===== src/rtl/bus_arb_pkg.sv =====
// Shared types and default sizing for the bus_A arbiter.
// Latency: n/a (declarations only).
// Backpressure: n/a (declarations only).
package bus_arb_pkg;

   // Arbiter FSM states.
   typedef enum logic [0:0] {
      IDLE = 1'b0,
      BUSY = 1'b1
   } arb_state_t;

   localparam int DEF_NUM_REQ   = 4;
   localparam int DEF_DATA_W    = 32;
   localparam int DEF_MAX_BURST = 16;

   // Index width that stays at least one bit wide for degenerate sizes.
   function automatic int idx_width(input int n);
      return (n > 1) ? $clog2(n) : 1;
   endfunction

endpackage


===== src/rtl/rr_picker.sv =====
// Round-robin pick: first set request at or after ptr, wrapping modulo NUM_REQ.
// Latency: purely combinational.
// Backpressure: none; caller decides when the pick is consumed.
module rr_picker
   import bus_arb_pkg::*;
#(
   parameter int NUM_REQ = DEF_NUM_REQ,
   parameter int IDX_W   = idx_width(DEF_NUM_REQ)
) (
   input  logic [NUM_REQ-1:0] req,
   input  logic [IDX_W-1:0]   ptr,
   output logic [NUM_REQ-1:0] pick,
   output logic [IDX_W-1:0]   pick_idx,
   output logic               pick_vld
);

   // Scan requesters starting at ptr; the first hit wins and later hits are ignored.
   always_comb begin
      int j;
      logic [IDX_W-1:0] jj;
      j        = 0;
      jj       = '0;
      pick     = '0;
      pick_idx = '0;
      pick_vld = 1'b0;
      for (int k = 0; k < NUM_REQ; k++) begin
         j = int'(ptr) + k;
         if (j >= NUM_REQ) begin
            j = j - NUM_REQ;
         end
         jj = IDX_W'(j);
         if (!pick_vld && req[jj]) begin
            pick_vld = 1'b1;
            pick[jj] = 1'b1;
            pick_idx = jj;
         end
      end
   end

endmodule


===== src/rtl/bus_a_arbiter.sv =====
// Round-robin arbiter granting shared bus_A to one requester per burst, with forced release after MAX_BURST beats.
// Latency: grant registered one cycle after a request seen in IDLE; one IDLE bubble between grants.
// Backpressure: bus_ready passes straight through to the granted requester's req_ready; beats stall in place.
module bus_a_arbiter
   import bus_arb_pkg::*;
#(
   parameter int NUM_REQ   = DEF_NUM_REQ,
   parameter int DATA_W    = DEF_DATA_W,
   parameter int MAX_BURST = DEF_MAX_BURST
) (
   input  logic                      clk,
   input  logic                      reset,
   input  logic [NUM_REQ-1:0]        req,
   input  logic [NUM_REQ*DATA_W-1:0] req_data,
   input  logic [NUM_REQ-1:0]        req_last,
   output logic [NUM_REQ-1:0]        req_ready,
   output logic [DATA_W-1:0]         bus_A,
   output logic                      bus_valid,
   output logic                      bus_last,
   input  logic                      bus_ready,
   output logic [NUM_REQ-1:0]        grant,
   output logic                      busy,
   output logic                      burst_abort
);

   localparam int IDX_W = idx_width(NUM_REQ);
   localparam int CNT_W = idx_width(MAX_BURST) + 1;

   localparam logic [0:0]       S_IDLE   = IDLE;
   localparam logic [0:0]       S_BUSY   = BUSY;
   localparam logic [IDX_W-1:0] LAST_IDX = IDX_W'(NUM_REQ - 1);
   localparam logic [CNT_W-1:0] CNT_MAX  = CNT_W'(MAX_BURST - 1);

   logic [0:0]         state_q, state_d;
   logic [NUM_REQ-1:0] grant_q, grant_d;
   logic [IDX_W-1:0]   gidx_q, gidx_d;
   logic [IDX_W-1:0]   rr_ptr_q, rr_ptr_d;
   logic [CNT_W-1:0]   beat_cnt_q, beat_cnt_d;
   logic               burst_abort_q, burst_abort_d;

   logic [NUM_REQ-1:0] pick;
   logic [IDX_W-1:0]   pick_idx;
   logic               pick_vld;

   logic [DATA_W-1:0]  sel_data;
   logic               sel_vld;
   logic               sel_last;
   logic               at_max;
   logic               accept;
   logic [IDX_W-1:0]   next_ptr;

   rr_picker #(
      .NUM_REQ (NUM_REQ),
      .IDX_W   (IDX_W)
   ) u_rr_picker (
      .req      (req),
      .ptr      (rr_ptr_q),
      .pick     (pick),
      .pick_idx (pick_idx),
      .pick_vld (pick_vld)
   );

   // Steer the granted requester onto the bus; grant_q is zero in IDLE so everything reads zero there.
   always_comb begin
      sel_data = '0;
      sel_vld  = 1'b0;
      sel_last = 1'b0;
      for (int i = 0; i < NUM_REQ; i++) begin
         if (grant_q[i]) begin
            sel_data = sel_data | req_data[i*DATA_W +: DATA_W];
            sel_vld  = sel_vld  | req[i];
            sel_last = sel_last | req_last[i];
         end
      end
   end

   assign busy        = (state_q == S_BUSY);
   assign at_max      = (beat_cnt_q == CNT_MAX);
   assign bus_A       = sel_data;
   assign bus_valid   = sel_vld;
   assign bus_last    = busy & (sel_last | at_max);
   assign req_ready   = grant_q & {NUM_REQ{bus_ready}};
   assign grant       = grant_q;
   assign burst_abort = burst_abort_q;
   assign accept      = busy & sel_vld & bus_ready;
   assign next_ptr    = (gidx_q == LAST_IDX) ? '0 : gidx_q + 1'b1;

   // FSM: latch a round-robin pick in IDLE, count beats in BUSY, release on last beat or burst limit.
   always_comb begin
      state_d       = state_q;
      grant_d       = grant_q;
      gidx_d        = gidx_q;
      rr_ptr_d      = rr_ptr_q;
      beat_cnt_d    = beat_cnt_q;
      burst_abort_d = 1'b0;
      case (state_q)
         S_IDLE: begin
            if (pick_vld) begin
               state_d    = S_BUSY;
               grant_d    = pick;
               gidx_d     = pick_idx;
               beat_cnt_d = '0;
            end
         end
         S_BUSY: begin
            if (accept) begin
               if (sel_last || at_max) begin
                  // A limit hit without the requester's own last beat is a forced release.
                  state_d       = S_IDLE;
                  grant_d       = '0;
                  beat_cnt_d    = '0;
                  rr_ptr_d      = next_ptr;
                  burst_abort_d = at_max & ~sel_last;
               end else begin
                  beat_cnt_d = beat_cnt_q + 1'b1;
               end
            end
         end
         default: begin
            state_d    = S_IDLE;
            grant_d    = '0;
            beat_cnt_d = '0;
         end
      endcase
   end

   // State registers; reset drops the grant at once so nothing can be accepted while it is held.
   always_ff @(posedge clk or posedge reset) begin
      if (reset) begin
         state_q       <= S_IDLE;
         grant_q       <= '0;
         gidx_q        <= '0;
         rr_ptr_q      <= '0;
         beat_cnt_q    <= '0;
         burst_abort_q <= 1'b0;
      end else begin
         state_q       <= state_d;
         grant_q       <= grant_d;
         gidx_q        <= gidx_d;
         rr_ptr_q      <= rr_ptr_d;
         beat_cnt_q    <= beat_cnt_d;
         burst_abort_q <= burst_abort_d;
      end
   end

endmodule


===== config.mk =====
export PLATFORM = sky130hd
export DESIGN_NAME = bus_a_arbiter
export DESIGN_NICKNAME = d
export VERILOG_FILES = /design/src/rtl/bus_arb_pkg.sv /design/src/rtl/rr_picker.sv /design/src/rtl/bus_a_arbiter.sv
export SDC_FILE = /design/constraint.sdc
export NUM_CORES = 1
export LEC_CHECK = 0
export ABC_CLOCK_PERIOD_IN_PS = 6800
export CELL_PAD_IN_SITES_DETAIL_PLACEMENT = 1
export CELL_PAD_IN_SITES_GLOBAL_PLACEMENT = 1
export CORE_ASPECT_RATIO = 0.6
export CORE_UTILIZATION = 30
export CTS_CLUSTER_DIAMETER = 50
export DETAILED_ROUTE_END_ITERATION = 8
export DONT_BUFFER_PORTS = 1
export GPL_TIMING_DRIVEN = 0
export MAX_ROUTING_LAYER = met4
export PLACE_DENSITY_LB_ADDON = 0.05
export SYNTH_ARGS = -nofsm -noshare
export SYNTH_HDL_FRONTEND = slang
export SYNTH_HIERARCHICAL = 1
export SYNTH_SLANG_ARGS = --single-unit

===== constraint.sdc =====
create_clock -name clk -period 6.8 [get_ports clk]
set_input_delay 2.04 -clock clk [delete_from_list [all_inputs] [get_ports clk]]
set_output_delay 2.04 -clock clk [all_outputs]
set_load 0.02 [all_outputs]

==> summary.md <==
| Metric | Value |
|---|---|
| Main area contributors after synthesis | a22oi_1 (28%), dfrtp_1 (20%), nand2_1 (10%), ha_1 (5.2%), mux4_1 (2.8%) |
| PwrDens | 161 nW/um^2 |
| GP Congestion | 0.783 |
| Setup TNS | 0 ns |
| CP delay by family, top | simple AND/OR/NAND/NOR gates |
| Tmin final | 4.85 ns |
| Critical Path Source | req_last[0] |
| Pre-Repair DR Iteration Count | 4 |
| Cts hold-fix bufs | 0 |
| I/O pin count | 183 |
| PortBufs | 0 |
| Cells after synthesis | 242 |
| Number of global-route vias before repair | 1,950 |
| Crit end category | output pin |
| Setup crit start kind | primary input |
| Worst Path Class, Setup | primary input to output pin |
| Crit path largest cell delay | 0.24 ns |
| Starting Density | 31.1% |
| ANT cells | 0 |
| Clock transition at path regs | 0.06 ns |
| Global-route wire length before repair | 10,400 um |
| FF-to-FF Start | rr_ptr_q[1] |
| Placeable core region | 6140 um^2 |
| Post-synth design cell area | 1910 um^2 |
| Via count of the routed design | 2,027 |
| Crit share post-route | 71.3% |
| Die height | 63.8 um |
| Most numerous cell in the Yosys netlist | a22oi_1 |
| Max Fclk | 0.206 GHz |
| Mapped Avg Cell Area | 7.88 um^2 |
| Routed vias/inst | 6.14 |
| Area grow syn2layout | 7.87% |
| Synth area leader | a22oi_1 |
| Hold Vio Cnt, Final | 0 |
| Clock buffers created by TritonCTS | 3 |
| Fillers | 757 |
| RSZ-0062 raised after global routing | false |
| Register area | 375 um^2 |
| Worst Path Required | 4.76 ns |
| Largest net degree at the start of global routing | 16 |
| Multi-input logic area | 1390 um^2 |
| Syn Nets | 389 |
| Buffer and inverter count on the worst path | 1 |
| Die Wd | 105 um |
| Ys flop type | dfrtp_1 |
| WP data arrival | 2.81 ns |
| Post-CTS setup buffer count | 0 |
| Worst Path Max Fanout | 10 |
| CTS tree | done |
| Final WL | 6970 um |
| Clock Tree Buf Depth | 2 |
| Grt total ovfl | 0 |
| Antenna violations before repair | 0 |
| Synth cell count leaders | a22oi_1 (72), nand2_1 (51), dfrtp_1 (15) |
| Slowest cell on crit path | a22o_4 |
| Row cnt | 22 |
| Post-synth cell types | 41 |
| Clk_lat worst skew | 0.25 ns |
| Status | finished clean |
| Hold WC Path Type | register to register |
| Final Skew | 0.00272 ns |
| Beginning of the worst hold path | gidx_q[1] |
| Post-synthesis sequential area ratio | 19.7% |
| Leak | 0.861 nW |
| GRT Overall Usage | 20.4% |
| Layout Nets | 394 |
| Avg WL per Cell | 21.1 um |
| Final setup margin | 1.95 ns |
| Max Cap Viol | 0 |
| Final Power | 0.332 mW |
| Drc violations | 0 |
| Clock sinks | 15 |
| Root Driver | clkbuf_8 |
| EDFF count, synth | 0 |
| H-tree Lvls | 1 |
| Worst-Margin Slew | 0.617 ns |
| Yosys top cell area share | 28.3% |
| Post-cts sizing count | 0 |
| 1st-iter DRT viols | 78 |
| Async SR Flop Fraction | 100% |
| Crit-path cells | a22o_4 > nor3_4 > buf_6 > nor2b_1 |
| Antenna Nets Post-Route | 0 |
| Fin. max-slew vios | 0 |
| Die area | 6690 um^2 |
| Number of synthesized register bits | 15 |
| Pre-CTS setup slack | 1.93 ns |
| Worst VDD drop | 60.6 uV |
| Rel. slew slack | 58.8% |
| Yosys warning total | 6 |
| Layout cells sized above 1 | 9.76% |
| DP HPWL | 5660 um |
| Final setup violation count | 0 |
stage by stage:
stage	instances	util [%]	instance area (um^2)	hold slack (ns)
6_report	330	33.5	2060	0.497
5_1_grt	330	33.5	2060	0.530
2_1_floorplan	242	-	1910	0.450
3_5_place_dp	326	32.8	2010	0.499
3_3_place_gp	326	32.8	2010	0.478
4_1_cts	330	33.5	2060	0.509
sequential cells by signal, indices dropped and copies added, names as in the netlist:
name / flops
grant: 4
burst_abort: 1
rr_ptr_q: 2
busy: 1
gidx_q: 2
beat_cnt_q: 5
routing by layer:
layer  GRT usage, %  share of wire, %
met1           27.1                46
met2           32.0                45
met3           3.98               7.2
met4           4.75               1.5
met5              -                 0
path summary, 6_finish.rpt:
kind                                 endpoint  slack, ns  cells past startpoint
worst max register to register  beat_cnt_q[4]       3.97                     10
worst max-delay path                 bus_last       1.95                      4
worst min register to register      gidx_q[1]       0.50                      2
max in group asynchronous           gidx_q[1]       4.65                      1
worst min-delay path                gidx_q[1]       0.50                      2
min in group asynchronous       beat_cnt_q[0]       1.75                      1
power by group:
| group | internal, mW | switching [mW] |
|---|---|---|
| Combinational | 0.0531 | 0.0945 |
| Sequential | 0.0987 | 0.0103 |
| Clock | 0.0415 | 0.0335 |
| Total | 0.193 | 0.138 |
worst register-to-register path: stages (launching register included):
cell and delay (ns):
dfrtp_1 0.58, inv_1 0.15, ha_1 0.40, mux4_2 0.33, buf_6 0.16, nor3_1 0.24
nand2b_1 0.14, nand2b_1 0.09, clkbuf_1 0.37, nand2_1 0.17, o21ai_1 0.14
area by class of cell:
type,instances,area share (%)
plain buffers,22,5.84
flip-flops and latches,15,18.2
inverters,7,1.28
multi-input cells,198,67.4
well taps,84,5.11
clock buffers,4,2.19
cell families (layout without fill, tap and decap cells):
kind of cell | after synthesis | after routing | synth area share, %
DFF | 15 | 15 | 19.7
AOI/OAI and AO/OA | 96 | 96 | 37.4
and+or+nand+nor | 86 | 86 | 22.4
muxes | 8 | 8 | 7.61
buffers and inverters | 29 | 33 | 7.67
adders and majority gates | 8 | 8 | 5.25
cell usage in the layout (no fill, tap or decap), types with 2 or more instances in the layout:
master | netlist | final
nand2_1 | 51 | 51
nor2b_1 | 2 | 2
a22oi_2 | 2 | 2
clkbuf_8 | 0 | 3
nand2b_1 | 2 | 2
mux4_1 | 2 | 2
o21ai_0 | 5 | 5
ha_1 | 8 | 8
and3_1 | 2 | 2
mux2_2 | 2 | 2
buf_6 | 4 | 4
o21ai_1 | 7 | 7
clkbuf_1 | 9 | 10
nand3_1 | 7 | 7
nor2_1 | 6 | 6
a22oi_1 | 72 | 72
and2_1 | 4 | 4
buf_1 | 5 | 5
mux4_2 | 2 | 2
a21oi_1 | 2 | 2
nand4_1 | 3 | 3
nand4b_1 | 3 | 3
inv_1 | 7 | 7
buf_2 | 3 | 3
dfrtp_1 | 15 | 15
Note: power is estimated with default switching activity, not from simulation.
